File: src/rtl/sync_fifo_ctl.sv
// Single-clock FIFO controller with selectable standard/FWFT read mode,
// programmable almost-full/almost-empty thresholds and sticky error flags.
module sync_fifo_ctl #(
    parameter int WIDTH     = 8,
    parameter int DEPTH     = 16,
    parameter int FWFT      = 0,
    parameter int AF_THRESH = DEPTH - 2,
    parameter int AE_THRESH = 2
) (
    input  logic                     clk,
    input  logic                     rst,
    input  logic                     wr_en,
    input  logic [WIDTH-1:0]         data_in,
    input  logic                     rd_en,
    input  logic                     clr_err,
    output logic [WIDTH-1:0]         data_out,
    output logic                     valid,
    output logic                     full,
    output logic                     empty,
    output logic                     almost_full,
    output logic                     almost_empty,
    output logic [$clog2(DEPTH):0]   count,
    output logic                     overflow,
    output logic                     underflow
);

    localparam int AW = $clog2(DEPTH);
    localparam int CW = AW + 1;
    localparam logic [CW-1:0] AF_LIM = CW'(AF_THRESH);
    localparam logic [CW-1:0] AE_LIM = CW'(AE_THRESH);

    logic [WIDTH-1:0] mem [DEPTH];
    logic [CW-1:0]    wr_ptr;
    logic [CW-1:0]    rd_ptr;
    logic             wr_ok;
    logic             rd_ok;

    // Extra pointer MSB distinguishes full from empty when the low bits match.
    always_comb begin
        count        = wr_ptr - rd_ptr;
        empty        = (wr_ptr == rd_ptr);
        full         = (wr_ptr[AW-1:0] == rd_ptr[AW-1:0]) && (wr_ptr[AW] != rd_ptr[AW]);
        almost_full  = (count >= AF_LIM);
        almost_empty = (count <= AE_LIM);
        wr_ok        = wr_en && !full;
        rd_ok        = rd_en && !empty;
    end

    always_ff @(posedge clk or negedge rst) begin
        if (!rst) begin
            wr_ptr    <= '0;
            rd_ptr    <= '0;
            overflow  <= 1'b0;
            underflow <= 1'b0;
        end else begin
            if (wr_ok) wr_ptr <= wr_ptr + 1'b1;
            if (rd_ok) rd_ptr <= rd_ptr + 1'b1;
            overflow  <= (overflow  && !clr_err) || (wr_en && full);
            underflow <= (underflow && !clr_err) || (rd_en && empty);
        end
    end

    always_ff @(posedge clk) begin
        if (wr_ok) mem[wr_ptr[AW-1:0]] <= data_in;
    end

    generate
        if (FWFT != 0) begin : g_fwft
            always_comb begin
                data_out = empty ? '0 : mem[rd_ptr[AW-1:0]];
                valid    = !empty;
            end
        end else begin : g_std
            always_ff @(posedge clk or negedge rst) begin
                if (!rst) begin
                    data_out <= '0;
                    valid    <= 1'b0;
                end else begin
                    valid <= rd_ok;
                    if (rd_ok) data_out <= mem[rd_ptr[AW-1:0]];
                end
            end
        end
    endgenerate

endmodule

File: config.mk
export PLATFORM = sky130hd
export DESIGN_NAME = sync_fifo_ctl
export DESIGN_NICKNAME = d
export VERILOG_FILES = /design/src/rtl/sync_fifo_ctl.sv
export SDC_FILE = /design/constraint.sdc
export NUM_CORES = 1
export LEC_CHECK = 0
export BUFFER_PORTS_ARGS = -buffer_cell sky130_fd_sc_hd__buf_2
export CORE_MARGIN = 3
export CORE_UTILIZATION = 40
export DETAILED_ROUTE_END_ITERATION = 6
export GPL_ROUTABILITY_DRIVEN = 1
export PLACE_DENSITY_LB_ADDON = 0.12
export SYNTH_ARGS = -nofsm -noshare
export SYNTH_HDL_FRONTEND = slang
export SYNTH_SLANG_ARGS = --single-unit
File: constraint.sdc
create_clock -name clk -period 2.8 [get_ports clk]
set_clock_uncertainty 0.05 [all_clocks]
set_input_delay 0.28 -clock clk [delete_from_list [all_inputs] [get_ports clk]]
set_output_delay 0.28 -clock clk [all_outputs]
set_load 0.005 [all_outputs]
==> results by stage <==
Global routing:
- The peak-usage layer in the global routing report is met2.
- The met2 demand-to-capacity share in global routing is 0.251.
- The met3 track demand over resource in global routing is 0.0470.
- The initial antenna violation count is 0.
- The total congestion overflow is 0.
- The met1 usage in global routing is 0.241.
- The largest net degree at the start of global routing is 45.
- The first global-routing pass estimated 19.8 mm of wire.
- For this run, the total global-route usage over all layers was measured as 0.167.
- The number of global-route vias before repair was 3262.

Critical path:
- The worst reg2reg path endpoint is mem[12][6]$_DFFE_PP_.
- The element type at the critical path start is a flip-flop.
- The worst reg-to-reg path cell count is 4.
- The timing endpoint of the critical path is almost_full.
- For flop-to-flop paths, the worst setup slack is 0.48 ns.
- The endpoint type of the worst setup path is an output port.
- The critical path starts at wr_ptr[0]$_DFFE_PN0P_.
- Of all nets on the critical path, the largest fanout is 4.
- The class of the most critical setup path is reg2out.
- The startpoint of the lowest-slack register-to-register path is wr_ptr[1]$_DFFE_PN0P_.
- Data arrives at the worst endpoint at 2.31 ns.
- Data on the critical path is required at its endpoint by 2.47 ns.

Logic synthesis:
- The prevailing post-synth register cell is sky130_fd_sc_hd__edfxtp_1.
- In this run, distinct cell masters in the synthesized netlist total 40.
- The cell count after synthesis came out at 364.
- The area share of the largest cell type after synthesis is 0.630.
- The async set or reset register ratio after synthesis is 0.141.
- The Yosys step of the flow raised 0 warnings.
- The number of nets produced by synthesis is 387.
- The number of enable-type register cells in the synthesized netlist is 128.
- Of the synthesized area, sequential elements account for 0.716.
- Yosys attributes the largest share of cell area to sky130_fd_sc_hd__edfxtp_1, sky130_fd_sc_hd__dfrtp_1, sky130_fd_sc_hd__mux2i_1, sky130_fd_sc_hd__mux4_2, sky130_fd_sc_hd__ha_1.
- In this run, synthesis produced a sequential element count of 149.
- The biggest area contributor in the post-synthesis netlist is sky130_fd_sc_hd__edfxtp_1.
- The cell area that synthesis handed to floorplanning was 6100 um^2.
- The average instance area after synthesis is 16.8 um^2.

STA:
- The final sum of negative setup slack is 0 ns.
- The final hold violation count was 0.
- Setup violations remaining at the end of the flow were counted as 0.
- Derived from the worst setup path, the maximum achievable clock frequency is 0.379 GHz.
- Setup repair after global routing left no endpoint under its margin.
- On the final layout, the worst hold slack is 0.0368 ns.
- The number of max-slew violations in the final report is 0.
- In the finished design, the share of the clock period the worst path needs comes to 0.943.
- The worst max-slew margin expressed relative to the limit is 0.504.
- The slew at the pin closest to its max-slew limit is 0.745 ns.
- The shortest period the worst path allows is 2.64 ns.

Detailed routing:
- The first-pass iteration count of the detailed router is 4.
- The count of nets left with antenna violations once routing finished came out at 0.
- Wires add up to 13.0 mm.
- The final route contains 3253 vias.
- The per-cell routed wire length is 21.4 um.
- The first routing iteration left 200 violations.
- In the routed design, unresolved DRC markers number 0.
- The via density per instance is 5.34.

Layout:
- The area occupied by multi-input gates is 1580 um^2.
- The final layout contains 435 nets.
- The post-route cell area is 7130 um^2.
- For this run, the number of standard cells in the final layout without fillers is 609.
- The total inserted antenna cells is 0.
- The flip-flop and latch area is 4370 um^2.
- The area growth from synthesis to layout is 16.8%.
- The ratio of cells with drive above 1 in the final layout is 0.214.
- The number of filler instances in the final layout is 1280.

Pwr:
- Dividing total power by cell area gives a power density of 1120 nW/um^2.
- The largest voltage drop on the vdd net is 0.673 mV.
- The overall power is 0.00802 W.
- The leakage power is 2.61 nW.

Clocking:
- The clock tree from TritonCTS is done.
- The clock sink total is 149.
- The library cell used as clock root buffer is sky130_fd_sc_hd__clkbuf_16.
- After clock tree synthesis, the clock-pin slew on the worst setup and hold paths is 0.06 ns.
- Clock latency on the worst-skew pair, taken at its later pin, is 0.43 ns.
- The clock tree buffer depth is 2.
- The count of H-tree levels built during CTS is 4.
- The CTS buffer count is 17.

Placed design:
- The cell count after placement is 573.
- The count of buffers added on input and output ports is 32.
- The HPWL after detailed placement is 8.46 mm.
- In this run the cell area measured after placement is 6450 um^2.
- The congestion estimate from routability-driven global placement came to 0.752.

Outcome:
- The run finished with clean final reports.

Job:
- The max-capacitance violation count is 0.

Hold path:
- The path class of the tightest hold or removal check is in2reg.

Die:
- The height of the chip is 130 um.
- The total number of placement rows is 44.
- The die covers 16800 um^2.
- The boundary pin count is 33.
- The initial utilization of the core area, before any placement, comes to 0.414.
- In this run the horizontal extent of the chip is 130 um.
- The standard cell core area is 14800 um^2.
==> sequential cells by signal, summed over array words and instances (netlist names) <==
signal     cells
mem          128
data_out       8
rd_ptr         5
wr_ptr         5
overflow       1
underflow      1
valid          1
==> timing repair <==
item / 4_1_cts / 5_1_grt
endpoints found under the hold margin: 23 / 0
gates cloned: 0 / 0
setup endpoints to repair: 1 / 2
setup buffers: 0 / 2
gates resized for setup: 1 / 1
hold buffers: 2 / 0
pin swaps: 0 / 1
==> metal layers <==
metal  wire, um  vias to the layer above
li1           -                     1528
met1       6270                     1634
met4         70                        0
met3        569                       10
met5          0                        -
met2       6140                       81
==> cell type report <==
| cell class | count | area share |
|---|---|---|
| timing repair buffer | 46 | 0.0379 |
| sequential | 149 | 0.613 |
| clock buffer | 21 | 0.0660 |
| inverter | 9 | 0.00474 |
| tap | 184 | 0.0323 |
| clock inverter | 11 | 0.0237 |
| multi-input combinational | 189 | 0.222 |
==> cell usage in the layout, fill, tap and decap left out, types with 5 or more instances in the layout <==
cell type | Yosys | routed
sky130_fd_sc_hd__ha_1 | 9 | 9
sky130_fd_sc_hd__buf_4 | 3 | 12
sky130_fd_sc_hd__and4_1 | 5 | 5
sky130_fd_sc_hd__o21ai_1 | 10 | 10
sky130_fd_sc_hd__inv_1 | 9 | 8
sky130_fd_sc_hd__o22ai_1 | 16 | 16
sky130_fd_sc_hd__and2_1 | 5 | 5
sky130_fd_sc_hd__nor2_1 | 20 | 20
sky130_fd_sc_hd__mux2i_1 | 48 | 48
sky130_fd_sc_hd__nand2_1 | 6 | 6
sky130_fd_sc_hd__a221oi_1 | 8 | 8
sky130_fd_sc_hd__dfrtp_1 | 21 | 19
sky130_fd_sc_hd__and3_1 | 8 | 8
sky130_fd_sc_hd__clkbuf_16 | 0 | 17
sky130_fd_sc_hd__buf_2 | 5 | 32
sky130_fd_sc_hd__mux4_2 | 8 | 8
sky130_fd_sc_hd__a31oi_1 | 8 | 8
sky130_fd_sc_hd__xnor2_1 | 7 | 7
sky130_fd_sc_hd__edfxtp_1 | 128 | 128
==> worst max-delay path: stages (launching register included) <==
cell and delay [ns]:
sky130_fd_sc_hd__dfrtp_1 0.42, sky130_fd_sc_hd__inv_2 0.10, sky130_fd_sc_hd__ha_1 0.16, sky130_fd_sc_hd__inv_1 0.05, sky130_fd_sc_hd__fa_2 0.35, sky130_fd_sc_hd__a21o_1 0.19, sky130_fd_sc_hd__a21oi_1 0.17, sky130_fd_sc_hd__xnor2_1 0.11
sky130_fd_sc_hd__a41o_1 0.22, sky130_fd_sc_hd__buf_2 0.12
==> worst min-delay path by stage <==
stage,startpoint,end,depth (start not counted)
2_1_floorplan,rst,data_out[0]$_DFFE_PN0P_,0
3_3_place_gp,rst,rd_ptr[2]$_DFFE_PN0P_,1
3_5_place_dp,rst,rd_ptr[3]$_DFFE_PN0P_,1
4_1_cts,rd_en,underflow$_DFF_PN0_,3
5_1_grt,rd_en,underflow$_DFF_PN0_,3
6_report,rd_en,underflow$_DFF_PN0_,3
==> metrics by stage <==
stage	setup WS [ns]	util
floorplan	0.371	-
global placement	0.492	0.437
detailed placement	0.419	0.437
CTS	0.00732	0.482
global route	0.00552	0.483
finish	0.161	0.483
==> power by group <==
group	internal, W	total (W)	switching (W)
Sequential	0.00276	0.00292	0.000161
Combinational	0.00112	0.00265	0.00153
Clock	0.00157	0.00244	0.000874
==> Yosys cell counts (3+ instances only) <==
cell                       instances
sky130_fd_sc_hd__edfxtp_1        128
sky130_fd_sc_hd__mux2i_1          48
sky130_fd_sc_hd__dfrtp_1          21
sky130_fd_sc_hd__nor2_1           20
sky130_fd_sc_hd__o22ai_1          16
sky130_fd_sc_hd__o21ai_1          10
sky130_fd_sc_hd__ha_1              9
sky130_fd_sc_hd__inv_1             9
sky130_fd_sc_hd__a221oi_1          8
sky130_fd_sc_hd__a31oi_1           8
sky130_fd_sc_hd__and3_1            8
sky130_fd_sc_hd__mux4_2            8
sky130_fd_sc_hd__xnor2_1           7
sky130_fd_sc_hd__nand2_1           6
sky130_fd_sc_hd__and2_1            5
sky130_fd_sc_hd__and4_1            5
sky130_fd_sc_hd__buf_2             5
sky130_fd_sc_hd__buf_6             5
sky130_fd_sc_hd__nand4_1           4
sky130_fd_sc_hd__o21ai_0           4
sky130_fd_sc_hd__xor2_1            4
sky130_fd_sc_hd__buf_4             3
sky130_fd_sc_hd__clkbuf_1          3
==> cell families after synthesis <==
logic type	count (synthesis)	share of synthesized area
AOI/OAI and AO/OA	54	0.0587
xor gates and xnor gates	12	0.0185
adders and majority gates	10	0.0217
buffers and inverters	26	0.0250
DFF	149	0.716
muxes	56	0.108
and+or+nand+nor	57	0.0517
(Power assumes the default switching activity.)
